===== src/rtl/imem_access_arbiter.sv =====
// Shares the single-ported instruction memory between interrupt-vector reads, loader writes and fetch reads.
// Optional IMEM_WRITE_PROTECT_EN rejects loader writes that target the interrupt area.
module imem_access_arbiter #(
    parameter int unsigned ADDR_W         = 32,
    parameter int unsigned IRQ_AREA       = 32,
    parameter int unsigned MAX_LOAD_BURST = 8
) (
    input  logic              clk,
    input  logic              rst_n,
    input  logic              f_req,
    input  logic [ADDR_W-1:0] f_addr,
    output logic              f_ack,
    output logic [15:0]       f_rdata,
    output logic              f_rvalid,
    input  logic              i_req,
    input  logic [4:0]        i_idx,
    output logic              i_ack,
    output logic [15:0]       i_rdata,
    output logic              i_rvalid,
    input  logic              l_req,
    input  logic [ADDR_W-1:0] l_addr,
    input  logic [15:0]       l_wdata,
    output logic              l_ack,
    output logic              l_err,
    output logic [ADDR_W-1:0] mem_addr,
    output logic [15:0]       mem_wdata,
    output logic              mem_read,
    output logic              mem_write,
    output logic              mem_cs,
    input  logic [15:0]       mem_rdata,
    output logic              busy
);

    localparam int unsigned CNT_W = $clog2(MAX_LOAD_BURST + 1);
`ifdef IMEM_WRITE_PROTECT_EN
    localparam bit PROT_EN = 1'b1;
`else
    localparam bit PROT_EN = 1'b0;
`endif

    typedef enum logic [1:0] {IDLE, GNT_I, GNT_L, GNT_F} state_t;

    state_t           state, state_nxt;
    logic [CNT_W-1:0] burst_cnt;
    logic             burst_full;
    logic             reader_wait;
    logic             prot_hit;
    logic             err_q;

    assign burst_full  = (burst_cnt == CNT_W'(MAX_LOAD_BURST));
    assign reader_wait = f_req | i_req;
    assign prot_hit    = PROT_EN && (l_addr[19:0] < 20'(IRQ_AREA));

    always_ff @(posedge clk or negedge rst_n) begin
        if (!rst_n) begin
            state <= IDLE;
        end else begin
            state <= state_nxt;
        end
    end

    // Arbitration happens every edge since each grant lasts a single cycle.
    always_comb begin
        state_nxt = IDLE;
        if (i_req) begin
            state_nxt = GNT_I;
        end else if (l_req && !(f_req && burst_full)) begin
            state_nxt = GNT_L;
        end else if (f_req) begin
            state_nxt = GNT_F;
        end
    end

    always_comb begin
        f_ack = 1'b0;
        i_ack = 1'b0;
        l_ack = 1'b0;
        l_err = 1'b0;
        busy  = (state != IDLE);
        case (state)
            GNT_I: i_ack = 1'b1;
            GNT_F: f_ack = 1'b1;
            GNT_L: begin
                l_ack = 1'b1;
                l_err = err_q;
            end
            default: ;
        endcase
    end

    // Memory strobes are registered from the upcoming grant so they line up with the ack cycle.
    always_ff @(posedge clk or negedge rst_n) begin
        if (!rst_n) begin
            burst_cnt <= '0;
            mem_addr  <= '0;
            mem_wdata <= '0;
            mem_read  <= 1'b0;
            mem_write <= 1'b0;
            mem_cs    <= 1'b0;
            err_q     <= 1'b0;
        end else begin
            if (state_nxt == GNT_L && reader_wait) begin
                burst_cnt <= burst_cnt + 1'b1;
            end else begin
                burst_cnt <= '0;
            end
            mem_read  <= 1'b0;
            mem_write <= 1'b0;
            mem_cs    <= 1'b0;
            err_q     <= 1'b0;
            case (state_nxt)
                GNT_I: begin
                    mem_addr <= ADDR_W'(i_idx);
                    mem_read <= 1'b1;
                    mem_cs   <= 1'b1;
                end
                GNT_F: begin
                    mem_addr <= f_addr;
                    mem_read <= 1'b1;
                    mem_cs   <= 1'b1;
                end
                GNT_L: begin
                    if (prot_hit) begin
                        err_q <= 1'b1;
                    end else begin
                        mem_addr  <= l_addr;
                        mem_wdata <= l_wdata;
                        mem_write <= 1'b1;
                        mem_cs    <= 1'b1;
                    end
                end
                default: ;
            endcase
        end
    end

    always_ff @(posedge clk or negedge rst_n) begin
        if (!rst_n) begin
            f_rdata  <= '0;
            i_rdata  <= '0;
            f_rvalid <= 1'b0;
            i_rvalid <= 1'b0;
        end else begin
            f_rvalid <= (state == GNT_F);
            i_rvalid <= (state == GNT_I);
            if (state == GNT_F) begin
                f_rdata <= mem_rdata;
            end
            if (state == GNT_I) begin
                i_rdata <= mem_rdata;
            end
        end
    end

endmodule

===== config.mk =====
export PLATFORM = sky130hd
export DESIGN_NAME = imem_access_arbiter
export DESIGN_NICKNAME = d
export VERILOG_FILES = /design/src/rtl/imem_access_arbiter.sv
export SDC_FILE = /design/constraint.sdc
export NUM_CORES = 1
export LEC_CHECK = 0
export CAP_MARGIN = 20
export CORE_MARGIN = 2
export CORE_UTILIZATION = 33
export CTS_CLUSTER_DIAMETER = 50
export DETAILED_ROUTE_END_ITERATION = 6
export PLACE_DENSITY = 0.75
export RECOVER_POWER = 50
export SLEW_MARGIN = 20
export SYNTH_ARGS = -nofsm -noshare
export SYNTH_HDL_FRONTEND = slang
export SYNTH_SLANG_ARGS = --single-unit

===== constraint.sdc =====
create_clock -name clk -period 1.8 [get_ports clk]
set_clock_uncertainty 0.05 [all_clocks]
set_input_delay 0.27 -clock clk [delete_from_list [all_inputs] [get_ports clk]]
set_output_delay 0.27 -clock clk [all_outputs]
set_load 0.02 [all_outputs]

==> flow_metrics.py, run 1 <==
metrics = {
    "power_and_ir_drop": {
        "leakage_nw": 2.72,
        "p_per_area_mw_per_mm2": 965,
        "p_total_mw": 6.12,
        "irDropWorstVdd_mv": 0.566,
    },
    "sta": {
        "period_minus_slack_ps": 1740,
        "rsz0062_at_grt": "no",
        "tightestPinTransition_ps": 742,
        "fin_ws_ps": 55.7,
        "finalCritPeriodShare_pct": 96.9,
        "setup_violations": 0,
        "maxSlewViolCount": 0,
        "finalHoldViolCount": 0,
        "max_slew_margin_pct": 50.6,
        "fmax_mhz": 573,
        "totalNegativeSetupSlack_ps": 0,
    },
    "yosys": {
        "synth_compound_area_share_pct": 11.1,
        "synth_edf_count": 0,
        "yosys_warnings": 0,
        "synth_top_family_by_area": "multiplexers",
        "async_flop_share_pct": 100,
        "synthXorXnorAreaFrac_pct": 0.467,
        "synthSimpleGateAreaFrac_pct": 8.84,
        "synth_ff_type": "dfrtp_1",
        "syn_avg_cell_area_sq_um": 14.2,
        "synthAdderAreaFrac_pct": 0.667,
        "synth.mux.area_fraction_pct": 14.4,
        "synthCells": 264,
        "synth_top_area_cell": "dfrtp_1",
        "ys_ff_latch": 90,
        "syn_area_sq_mm": 0.00375,
        "synth_top_area_share_pct": 60.1,
        "synth_nets": 372,
        "ys_top_cells_by_area": "dfrtp_1 (60%), mux2_2 (14%), a221o_1 (7.2%)",
        "yosysUniqueCellTypes": 31,
        "seq_area_frac_synth_pct": 60.1,
    },
    "clock_network": {
        "cts_inserted_buffers": 9,
        "clock-root-buffer": "clkbuf_16",
        "cts_sinks": 90,
        "tritoncts": "yes",
        "cts_buffer_depth": 2,
        "htreeDepth": 3,
        "path_clk_slew_ps": 60,
        "clk_latency_ps": 330,
    },
    "grt": {
        "grt_overflow": 0,
        "grt_max_degree": 41,
        "grt_pass1_vias": 3189,
        "grt_usage_pct": 17.1,
        "antenna_found_initial": 0,
        "grt_pass1_wl_mm": 16.6,
    },
    "drt": {
        "drt-pass1-iter-count": 4,
        "vias": 2961,
        "drt_iter0_markers": 93,
        "wirelength_mm": 10.6,
        "drcViolationCount": 0,
        "postRouteAntennaNets": 0,
        "wire_per_inst_um": 16.9,
        "avgViaCountPerCell": 4.74,
    },
    "finish": {
        "diodes": 0,
        "fin_cells": 625,
        "drive_gt1_share_pct": 20.0,
        "fill_cells": 950,
        "synthToLayoutAreaGrowth_pct": 69.2,
        "nets": 588,
    },
    "job": {
        "cap_viol_max_count": 0,
    },
    "worst_setup_path": {
        "crit_start": "burst_cnt[0]",
        "rr_endpoint": "mem_addr[7]",
        "r2r_slack_ps": 60,
        "timing.rr.start": "burst_cnt[0]",
        "critPathCaptureType": "flop",
        "reg2reg_depth": 6,
        "path_max_fanout": 23,
        "cp-endpoint": "mem_addr[7]",
        "arrival_ps": 1900,
        "crit_type": "reg2reg",
        "startpoint_type": "flop",
        "required_ps": 1960,
    },
    "outcome": {
        "status": "finished clean",
    },
    "place": {
        "gp_congestion": 0.822,
        "io_buffer_count": 194,
        "place_ws_ps": -206,
        "dpl.hpwl_mm": 7.90,
        "placed_cells": 605,
    },
    "floorplanning": {
        "floorplan.initialDensity_pct": 34.1,
        "die-width_um": 111,
        "core-area_sq_mm": 0.0110,
        "placementRows": 38,
        "io_pins": 196,
        "die_height_um": 111,
        "floorplan.die_area_sq_mm": 0.0122,
    },
    "min_path": {
        "hold_path.class": "reg2reg",
    },
}
-- cells in the mapped netlist (3+ instances only) --
library cell / instances
buf_6: 7
clkbuf_1: 4
and2_1: 32
dfrtp_1: 90
mux2_2: 48
o22a_1: 5
inv_1: 9
a221o_1: 27
a311o_1: 5
nor2_1: 7
buf_2: 3
a211oi_1: 5
-- through the flow --
step / hold WS [ps] / cell area, sq um / util [%]
floorplan: -75.6 / 3750 / -
global placement: 166 / 5960 / 54.2
detailed placement: 171 / 5960 / 54.2
CTS: 365 / 6320 / 57.5
global route: 452 / 6340 / 57.8
finish: 437 / 6340 / 57.8
-- per-layer routing --
layer	global-route usage, %	routed length [um]	vias up
met5	0	0	-
li1	-	-	1383
met4	4.08	113	0
met2	29.4	5210	127
met1	21.3	4580	1441
met3	4.72	666	10
-- cell usage in the layout (no fill, tap or decap), types with 5 or more instances in the layout --
cell type,synthesis,routed
mux2_2,48,48
dfrtp_1,90,90
buf_4,2,17
nor2_1,7,7
inv_1,9,9
clkbuf_16,0,9
clkdlybuf4s50_1,0,187
and2_1,32,32
a311o_1,5,5
o22a_1,5,5
a221o_1,27,27
-- how the worst min path moves through the flow --
stage                 start  cells past startpoint      endpoint  slack, ps
5_1_grt        burst_cnt[0]                      1  burst_cnt[0]        450
3_5_place_dp          rst_n                      1    f_rdata[1]        170
2_1_floorplan         rst_n                      0  burst_cnt[0]        -80
3_3_place_gp          rst_n                      1    f_rdata[1]        170
6_report       burst_cnt[0]                      1  burst_cnt[0]        440
4_1_cts               rst_n                      2    f_rdata[1]        360
-- flip-flops by register name (all words and copies together) (netlist names), 2 cells and up --
register and cells:
mem_wdata 16, burst_cnt 4, f_rdata 16, mem_addr 32
i_rdata 16, state 2
-- worst max-delay path: stages (launching register included) --
cell      delay, ps
dfrtp_1         410
inv_1            70
ha_1            210
nand4b_4        150
and2_4          210
buf_12          160
a221o_1         360
-- timing repair --
action	CTS	global route
gates cloned	0	1
endpoints found under the hold margin	27	0
endpoints found under the setup margin	4	24
gates resized for setup	4	1
hold buffers	1	0
setup buffers	0	2
-- kinds of logic (layout without fill, tap and decap cells) --
| family | Yosys count | count (layout) |
|---|---|---|
| fa+ha+maj | 2 | 2 |
| compound gates | 43 | 43 |
| flops | 90 | 90 |
| other cells | 1 | 1 |
| mux | 48 | 48 |
| xor+xnor | 2 | 2 |
| simple gates | 52 | 53 |
| buf+inv | 26 | 246 |
-- where the power goes --
group | leakage (nW) | internal [mW] | switching (mW)
clock network | 0.169 | 1.43 | 0.739
logic | 1.45 | 0.872 | 0.677
registers | 1.10 | 2.27 | 0.129
-- final cells by class --
type / count / area, sq um / area share [%]
multi-input cells: 149 / 1360 / 21.4
clock buffers: 12 / 256 / 4.04
well taps: 140 / 175 / 2.76
flip-flops and latches: 90 / 2250 / 35.5
clock inverters: 4 / 97.6 / 1.54
repair buffers: 220 / 2170 / 34.2
inverters: 10 / 37.5 / 0.592
No activity file was read; power rests on OpenSTA's default activity.
==> run 2: changes to the inputs <==
--- a/config.mk
+++ b/config.mk
@@ -10,7 +10,8 @@
 export CORE_UTILIZATION = 33
 export CTS_CLUSTER_DIAMETER = 50
 export DETAILED_ROUTE_END_ITERATION = 6
-export PLACE_DENSITY = 0.75
+export DONT_BUFFER_PORTS = 1
+export PLACE_DENSITY = 0.51
 export RECOVER_POWER = 50
 export SLEW_MARGIN = 20
 export SYNTH_ARGS = -nofsm -noshare
==> run 2 against run 1 <==
- first-iteration DRC count rose by 35%
- core utilization fell by 19 points
- final cell count fell by 33%
- critical path depth fell by 3
- sequential share of layout area rose by 17 points
- flip-flop and latch count did not move
- clock power fell by 12%
- sequential power rose by 15%
- critical path type is now reg2out
- clock-buffer cell count fell by 1
- highest routed layer unchanged
- combinational power fell by 74%
- the flow now finishes with violations (hold timing)
==> flow_metrics.py, run 2 (synthesis gave the netlist of run 1 again) <==
metrics = {
    "sta": {
        "finalCritPeriodShare_pct": 94.5,
        "rsz0062_at_grt": "no",
        "fmax_mhz": 588,
        "finalHoldViolCount": 90,
        "period_minus_slack_ps": 1700,
        "maxSlewViolCount": 0,
        "setup_violations": 0,
        "tightestPinTransition_ps": 1080,
        "holdWs_ps": -425,
        "max_slew_margin_pct": 27.8,
    },
    "outcome": {
        "status": "complete, but fails checks",
        "violations": "hold timing",
    },
    "finish": {
        "mostFrequentLayoutCell": "dfrtp_1",
        "fin_util_pct": 39.0,
        "fill_cells": 1033,
        "nets": 384,
        "synthToLayoutAreaGrowth_pct": 14.3,
        "largest_reg_flops": 32,
        "diodes": 0,
        "final_cell_mix": "dfrtp_1 (90), mux2_2 (48), and2_1 (32)",
        "regMostFlops": "mem_addr",
        "drive_gt1_share_pct": 29.9,
    },
    "worst_setup_path": {
        "path_max_fanout": 17,
        "slowest_delay_ps": 490,
        "cp-endpoint": "i_ack",
        "critical-path-slowest-cell": "dfrtp_1",
        "cp_cell_sequence": "nand2b_1, buf_4, inv_1",
        "required_ps": 1480,
        "timing.rr.start": "burst_cnt[1]",
        "reg2reg_depth": 6,
        "rr_endpoint": "mem_addr[15]",
        "startpoint_type": "flop",
        "critPathCaptureType": "output pin",
        "crit_family": "flip-flops",
        "r2r_slack_ps": 130,
        "cp_num_buf_inv": 2,
        "crit_type": "reg2out",
        "arrival_ps": 1380,
        "crit_start": "state[0]",
        "cp.depth": 3,
    },
    "power_and_ir_drop": {
        "leakage_nw": 1.88,
        "irDropWorstVdd_mv": 0.633,
        "p_total_mw": 5.06,
        "p_per_area_mw_per_mm2": 1180,
    },
    "clock_network": {
        "path_clk_slew_ps": 60,
        "cts_buffer_depth": 2,
        "clock-root-buffer": "clkbuf_16",
        "cts_sinks": 90,
        "htreeDepth": 3,
        "cts_inserted_buffers": 9,
        "postCtsHoldBufs": 2,
        "tritoncts": "yes",
        "clk_latency_ps": 330,
    },
    "drt": {
        "wire_per_inst_um": 21.6,
        "drt_iter0_markers": 126,
        "vias": 2268,
        "wirelength_mm": 9.11,
        "avgViaCountPerCell": 5.39,
        "drcViolationCount": 0,
        "drt-pass1-iter-count": 4,
        "postRouteAntennaNets": 0,
    },
    "floorplanning": {
        "die_height_um": 111,
        "floorplan.die_area_sq_mm": 0.0122,
        "core-area_sq_mm": 0.0110,
        "floorplan.initialDensity_pct": 34.1,
        "io_pins": 196,
        "placementRows": 38,
        "die-width_um": 111,
    },
    "grt": {
        "grt_usage_pct": 14.7,
        "antenna_found_initial": 0,
        "grt_pass1_wl_mm": 14.0,
        "grt_pass1_vias": 2434,
        "grt_overflow": 0,
        "grt_max_degree": 91,
    },
    "job": {
        "cap_viol_max_count": 0,
    },
    "place": {
        "gp_congestion": 0.763,
        "io_buffer_count": 0,
        "dpl.hpwl_mm": 6.10,
    },
    "min_path": {
        "hold_path.class": "in2async",
    },
}
run 2: changes by cell type in the layout (fill, tap and decap cells not counted), moves of 2 or more:
cell and change:
inv_6 +2, bufinv_16 -2, clkbuf_2 -3, dlygate4sd2_1 -4, clkdlybuf4s50_1 -187, buf_4 -8
run 2: worst min path at each step:
stage / slack [ps] / start / cells past startpoint / to
after global placement: -70 / rst_n / 0 / mem_wdata[13]
after detailed placement: -70 / rst_n / 0 / i_rdata[0]
after floorplan: -80 / rst_n / 0 / burst_cnt[0]
after global routing: -450 / rst_n / 0 / mem_wdata[8]
final: -430 / rst_n / 0 / mem_wdata[11]
after CTS: -440 / rst_n / 0 / mem_wdata[8]
run 2: layout make-up:
class                           instances  area (sq um)  area share (%)
Clock buffer                           11           243            5.66
Tap cell                              140           175            4.09
Clock inverter                          5          60.1            1.40
Sequential cell                        90          2250            52.6
Timing Repair Buffer                   15           151            3.53
Inverter                               10          37.5           0.876
Multi-Input combinational cell        150          1370            31.9
run 2: power by group:
group	internal, mW	leakage (nW)	switching, mW
Clock	1.12	0.147	0.776
Combinational	0.248	0.634	0.156
Sequential	2.27	1.10	0.485
Total	3.64	1.88	1.42
run 2: what timing repair did:
item / in CTS / in global routing
cloned: 1 / 1
gates resized for setup: 1 / 0
setup buffers: 2 / 3
pin swaps: 1 / 0
hold endpoints to repair: 92 / 90
setup endpoints to repair: 27 / 29
run 2: per-layer routing:
metal	up-vias	share of wire (%)	global-route usage, %
met5	-	0	0
met4	0	1.7	5.25
met3	15	9.6	6.26
met2	143	49	24.2
met1	1134	39	17.2
li1	976	-	-
run 2: per-stage QoR:
step	cell area, sq um	TNS [ps]	setup slack [ps]	instances
finish	4290	0	99.4	421
global route	4290	0	6.00	421
CTS	4250	0	12.3	417
detailed placement	3880	-2670	-126	396
global placement	3880	-763	-30.9	396
floorplan	3750	0	116	264
